<file path="config.mk">
export PLATFORM = sky130hd
export DESIGN_NAME = exp4_unidade_controle
export DESIGN_NICKNAME = d
export VERILOG_FILES = /design/src/rtl/exp4_unidade_controle_pkg.sv /design/src/rtl/exp4_unidade_controle.sv
export SDC_FILE = /design/constraint.sdc
export NUM_CORES = 1
export LEC_CHECK = 0
export ABC_AREA = 1
export BUFFER_PORTS_ARGS = -buffer_cell sky130_fd_sc_hd__buf_2
export CAP_MARGIN = 20
export CORE_AREA = 2 2 39 41
export DETAILED_ROUTE_END_ITERATION = 7
export DIE_AREA = 0 0 41 43
export PLACE_DENSITY_LB_ADDON = 0.08
export SETUP_SLACK_MARGIN = 0.2
export SLEW_MARGIN = 20
export SYNTH_ARGS = -nofsm -noshare
export SYNTH_HDL_FRONTEND = slang
export SYNTH_SLANG_ARGS = --single-unit
</file>
<file path="constraint.sdc">
create_clock -name clock -period 1.19 [get_ports clock]
set_clock_uncertainty 0.15 [all_clocks]
set_input_delay 0.2975 -clock clock [delete_from_list [all_inputs] [get_ports clock]]
set_output_delay 0.2975 -clock clock [all_outputs]
set_load 0.01 [all_outputs]
</file>
<file path="src/rtl/exp4_unidade_controle_pkg.sv">
// Shared definitions for the Experiment 4 control unit.
// Holds the fixed 4-bit state encodings (also shown on the 7-segment debug
// display and used by the datapath to gate its timeout counter) and a small
// helper that tells whether a state ends the game.
package exp4_unidade_controle_pkg;

   // The encodings are fixed because they leave the block through db_estado.
   // The datapath only counts timeout while db_estado equals 4'h3.
   typedef enum logic [3:0] {
      inicial       = 4'h0,
      preparacao    = 4'h1,
      espera_jogada = 4'h3,
      registra      = 4'h4,
      comparacao    = 4'h5,
      proximo       = 4'h6,
      fim_acertou   = 4'hA,
      fim_timeout   = 4'hD,
      fim_errou     = 4'hE
   } estado_t;

   // True for the three states in which the game is over.
   function automatic logic is_terminal(estado_t e);
      return (e == fim_acertou) || (e == fim_errou) || (e == fim_timeout);
   endfunction

endpackage

</file>
<file path="src/rtl/exp4_unidade_controle.sv">
// exp4_unidade_controle
// Moore control unit that sequences the Experiment 4 datapath through one
// game of 16 plays: wait for iniciar, clear the datapath, then for each ROM
// position wait for a play, register it, compare it and advance. The game
// ends all correct, on a wrong play, or on a play timeout.
//
// Ports
//   clock            system clock, rising edge
//   reset            synchronous, active-high, returns to inicial
//   iniciar          start / restart from inicial or a terminal state
//   fimC             address counter is at its last position (15)
//   igual            registered play matches the current ROM word
//   jogada_feita     one-cycle play pulse from the edge detector
//   controle_timeout timeout counter reached its end
//   zeraC            clear address counter, edge detector, timeout counter
//   contaC           advance address (also clears the timeout counter)
//   zeraR            clear play register and timeout counter
//   registraR        load play register
//   pronto           game over (any terminal state)
//   acertou          game over, all plays correct
//   errou            game over on a wrong play
//   timeout          game over on a play timeout
//   db_estado        current state encoding
module exp4_unidade_controle
   import exp4_unidade_controle_pkg::*;
(
   input  logic       clock,
   input  logic       reset,
   input  logic       iniciar,
   input  logic       fimC,
   input  logic       igual,
   input  logic       jogada_feita,
   input  logic       controle_timeout,
   output logic       zeraC,
   output logic       contaC,
   output logic       zeraR,
   output logic       registraR,
   output logic       pronto,
   output logic       acertou,
   output logic       errou,
   output logic       timeout,
   output logic [3:0] db_estado
);

   estado_t estado_atual;
   estado_t proximo_estado;

   // State register; reset is synchronous and overrides every input.
   always_ff @(posedge clock) begin
      if (reset) begin
         estado_atual <= inicial;
      end else begin
         estado_atual <= proximo_estado;
      end
   end

   // Next-state logic. A play arriving together with a timeout wins, and
   // terminal states go straight to preparacao so a held iniciar restarts
   // the game only once. Any unused encoding falls back to inicial.
   always_comb begin
      proximo_estado = inicial;
      case (estado_atual)
         inicial:       proximo_estado = iniciar ? preparacao : inicial;
         preparacao:    proximo_estado = espera_jogada;
         espera_jogada: begin
            if (jogada_feita) begin
               proximo_estado = registra;
            end else if (controle_timeout) begin
               proximo_estado = fim_timeout;
            end else begin
               proximo_estado = espera_jogada;
            end
         end
         registra:      proximo_estado = comparacao;
         comparacao: begin
            if (!igual) begin
               proximo_estado = fim_errou;
            end else if (fimC) begin
               proximo_estado = fim_acertou;
            end else begin
               proximo_estado = proximo;
            end
         end
         proximo:       proximo_estado = espera_jogada;
         fim_acertou,
         fim_errou,
         fim_timeout:   proximo_estado = iniciar ? preparacao : estado_atual;
         default:       proximo_estado = inicial;
      endcase
   end

   // Moore outputs, decoded from the state register only.
   always_comb begin
      zeraC     = 1'b0;
      contaC    = 1'b0;
      zeraR     = 1'b0;
      registraR = 1'b0;
      acertou   = 1'b0;
      errou     = 1'b0;
      timeout   = 1'b0;
      case (estado_atual)
         preparacao: begin
            zeraC = 1'b1;
            zeraR = 1'b1;
         end
         registra:    registraR = 1'b1;
         proximo:     contaC    = 1'b1;
         fim_acertou: acertou   = 1'b1;
         fim_errou:   errou     = 1'b1;
         fim_timeout: timeout   = 1'b1;
         default: ;
      endcase
   end

   assign pronto    = is_terminal(estado_atual);
   assign db_estado = estado_atual;

endmodule
</file>
After elaboration in Yosys (flattened, before gate mapping). Cells that the tools add are included.

Bits in registers: 4. Bits in latches: 0. RAM bits: 0. Memory bits (read-only): 0. Output and inout port bits: 12. Memories: 0.

Add/subtract/negate cells: 0. $mul: 0. Divide/modulo/power cells: 0. $lt $le $gt $ge: 0. Eq/ne operators: 9. Shift-type cells: 0. Muxes and demuxes: 13. Bitwise operators: 0. Reductions and logical operators: 5.

Operators by type and width (number): 4-bit case mux with 6 select lines (1); 4-bit two-way mux (5); 4-bit by 3-bit == test with 1-bit output, second input constant (3); 4-bit == test, second input constant (3); 1-bit two-way mux (7); 4-bit by 1-bit == test with 1-bit output, second input constant (1); 4-bit by 2-bit == test with 1-bit output, second input constant (1); 4-bit zero test (1); 3-bit OR reduction (1); 1-bit logical OR (2); 2-bit != test, second input constant (1); 2-bit OR reduction (1).

Depth between registers and ports, before layout.
Word-level depth: 3. Gate-level depth with buffers: 8. Mapped depth without buffers: 8.

Worst setup path after synthesis. No wires, ideal clock.

Path type: reg-to-output. Start: register estado_atual[0], in the netlist db_estado[0]. End: output port zeraR. Arrival: 0.925 ns. Data required time: 0.742 ns. Setup slack: -0.182 ns. Stages on the path, launching flop included: 6. Path buffers: 1. Cells stage by stage: dfxtp_1 -> inv_2 -> nor2_4 -> nand2_1 -> inv_1 -> buf_4.

Cells in the longest elaborated chain, start to end: 2.

Ends and longest elaborated chain: start, declared (RTL line exp4_unidade_controle.sv:45) `estado_t estado_atual;`; start signal, assigned (RTL line exp4_unidade_controle.sv:51) `estado_atual <= inicial;`; start signal, assigned (RTL line exp4_unidade_controle.sv:53) `estado_atual <= proximo_estado;`; 4-bit by 1-bit == test with 1-bit output; 1-bit two-way mux; end, declared (RTL line exp4_unidade_controle.sv:36) `output logic zeraR,`.

No other way between the ends.

Final worst setup path.
Start: register estado_atual[0], in the netlist db_estado[0]. End: output port errou.

Cells in the longest elaborated chain, start to end: 2.

Ends and longest elaborated chain: 4-bit == test (RTL line exp4_unidade_controle.sv:101) `case (estado_atual)`; 1-bit two-way mux (RTL line exp4_unidade_controle.sv:101); end, declared (RTL line exp4_unidade_controle.sv:40) `output logic errou,`.

No other way between the ends.

==> results.sh <==
export IMPL_clkSinkCount=4
export IMPL_worstRegToRegCells=9
export IMPL_multi_input_area_sq_um=262
export IMPL_setup_viol=16
export IMPL_synthCells=60
export IMPL_pin_count=19
export IMPL_fp_coreArea_sq_mm=0.00138
export IMPL_synth_top_area_frac=0.228
export IMPL_regToRegEndpoint="db_estado[0]$_SDFFE_PP0P_"
export IMPL_htreeDepth=1
export IMPL_r2r_start="db_estado[2]$_SDFFE_PP0P_"
export IMPL_status="finished, violations left"
export IMPL_hp_start="reset"
export IMPL_drive_above_1_share=0.656
export IMPL_final_cell_mix="buf_2, buf_6, inv_1, buf_4, nand2_1"
export IMPL_clkSlewWorstSetupHoldPaths_ns=0.04
export IMPL_crit_required_ns=0.74
export IMPL_p_leak_nw=0.404
export IMPL_ys_seq_area_frac=0.228
export IMPL_grt_pass1_wl_mm=1.70
export IMPL_regArea_sq_um=95.1
export IMPL_initial_core_util=0.254
export IMPL_synth_warnings=0
export IMPL_grt_max_degree=7
export IMPL_grt_pass1_vias=434
export IMPL_post_route_min_period_ns=1.49
export IMPL_wl_mm=1.09
export IMPL_ant_nets=0
export IMPL_drt_iter0_drc=5
export IMPL_rsz0062_at_grt="true"
export IMPL_total_power_mw=0.554
export IMPL_nets=99
export IMPL_via_per_inst=4.42
export IMPL_violations="negative setup slack"
export IMPL_clk_path_buf_depth=2
export IMPL_fin_crit_sh=1.25
export IMPL_min_to="db_estado[0]$_SDFFE_PP0P_"
export IMPL_hold_class="in -> reg"
export IMPL_wl_per_cell_um=10.3
export IMPL_synthTopCellsByArea="dfxtp_1, inv_1, nand2_1"
export IMPL_grtUsageTotal=0.148
export IMPL_slowest_delay_ns=0.36
export IMPL_path_max_fanout=5
export IMPL_clockRootBuffer="clkbuf_4"
export IMPL_place_congestion=0.817
export IMPL_holdPathStages=2
export IMPL_worstSetupPathType="reg -> out"
export IMPL_tns_ns=-2.87
export IMPL_path_cells="buf_4 -> nor3_2 -> buf_2"
export IMPL_die_area_sq_mm=0.00176
export IMPL_cp_slowest_cell="dfxtp_4"
export IMPL_cts_tree="done"
export IMPL_io_buffers=18
export IMPL_gr_total_overflow=0
export IMPL_die_w_um=41
export IMPL_irDropWorstVdd_uv=490
export IMPL_synth_area_sq_um=352
export IMPL_rows=14
export IMPL_drc=0
export IMPL_antenna_found_initial=0
export IMPL_final_hold_violation_count=0
export IMPL_place_hpwl_um=830
export IMPL_setup_ws_ns=-0.295
export IMPL_ys_ff_latch=4
export IMPL_critPathCaptureType="output pin"
export IMPL_syn2layout_area_growth_pct=95.0
export IMPL_largest_reg_flops=4
export IMPL_crit_path_start_kind="flip-flop"
export IMPL_arrival_ns=1.04
export IMPL_clk_latency_ns=0.24
export IMPL_cpLargestDelayFamily="flip-flops"
export IMPL_num_antenna_cells=0
export IMPL_worst_pin_slew_ns=0.208
export IMPL_r2r_setup_slack_ns=-0.15
export IMPL_die_y_um=43
export IMPL_timing_fmax_ghz=0.673
export IMPL_syn_area_per_cell_sq_um=5.86
export IMPL_max_slew_margin=0.860
export IMPL_cts_buffers=3
export IMPL_first_pass_iters=3
export IMPL_drv_cap=0
export IMPL_hold_buffers=0
export IMPL_slew_violations=0
export IMPL_setup_worst_path_start="db_estado[0]$_SDFFE_PP0P_"
export IMPL_cellPowerDensity_mw_per_mm2=808
export IMPL_route_vias_total=469
export IMPL_synth_cell_types=17
export IMPL_yosysTopAreaCell="dfxtp_1"
export IMPL_crit_buf_inv=2
export IMPL_syn_nets=67
export IMPL_nFillCells=148
==> metal layers <==
layer / vias to the layer above / global-route usage / wire length (um)
met2: 12 / 0.259 / 608
li1: 248 / - / -
met4: 0 / 0.0800 / 0
met1: 209 / 0.148 / 444
met5: - / 0 / 0
met3: 0 / 0.0314 / 33
==> cell usage after synthesis <==
library cell / number
inv_1: 14
nand2_1: 11
nor2_1: 8
nand3_1: 7
dfxtp_1: 4
a21oi_1: 2
a31oi_1: 2
nand2_2: 2
o21ai_0: 2
and2_1: 1
buf_4: 1
inv_2: 1
nand2_4: 1
nor2_4: 1
nor3_1: 1
nor3_2: 1
o211ai_2: 1
==> final cells by class <==
cell class,count,share of cell area
multi-input combinational,40,0.381
timing repair buffer,28,0.325
sequential,4,0.139
inverter,15,0.0931
clock buffer,3,0.0328
tap,16,0.0292
==> worst reg2reg max path, delay by kind of cell (launching register included) <==
kind            cells  cell delay (ns)
compound gates      1             0.05
buf+inv             2             0.19
flops               1             0.38
simple gates        6             0.46
==> where the power goes <==
part | internal, mW | switching (mW)
registers | 0.145 | 0.0256
clock network | 0.113 | 0.0572
logic | 0.109 | 0.104
==> how the worst max path moves through the flow <==
stage / end / slack, ns / cells past startpoint
4_1_cts: pronto / -0.31 / 5
3_3_place_gp: pronto / -0.12 / 5
3_5_place_dp: pronto / -0.10 / 5
2_1_floorplan: zeraR / -0.02 / 5
6_report: errou / -0.30 / 3
5_1_grt: errou / -0.34 / 3
==> kinds of logic after synthesis <==
group,count (synthesis),share of synthesized area
DFF,4,0.228
AOI/OAI and AO/OA,7,0.128
buffers and inverters,16,0.181
and+or+nand+nor,33,0.463
==> repair_timing <==
action | CTS | global route
pin swaps | 4 | 3
setup endpoints to repair | 16 | 16
setup buffers | 5 | 2
gates resized for setup | 11 | 10
==> through the flow <==
stage	hold slack, ns	instances	setup WS, ns	utilization	cell area [sq um]
floorplan	0.207	60	-0.0203	-	397
global placement	0.351	96	-0.117	0.377	522
detailed placement	0.355	96	-0.105	0.377	522
CTS	0.107	104	-0.308	0.457	632
global route	0.106	106	-0.341	0.495	686
finish	0.112	106	-0.295	0.495	686
Power figures use the tool's default switching activity.
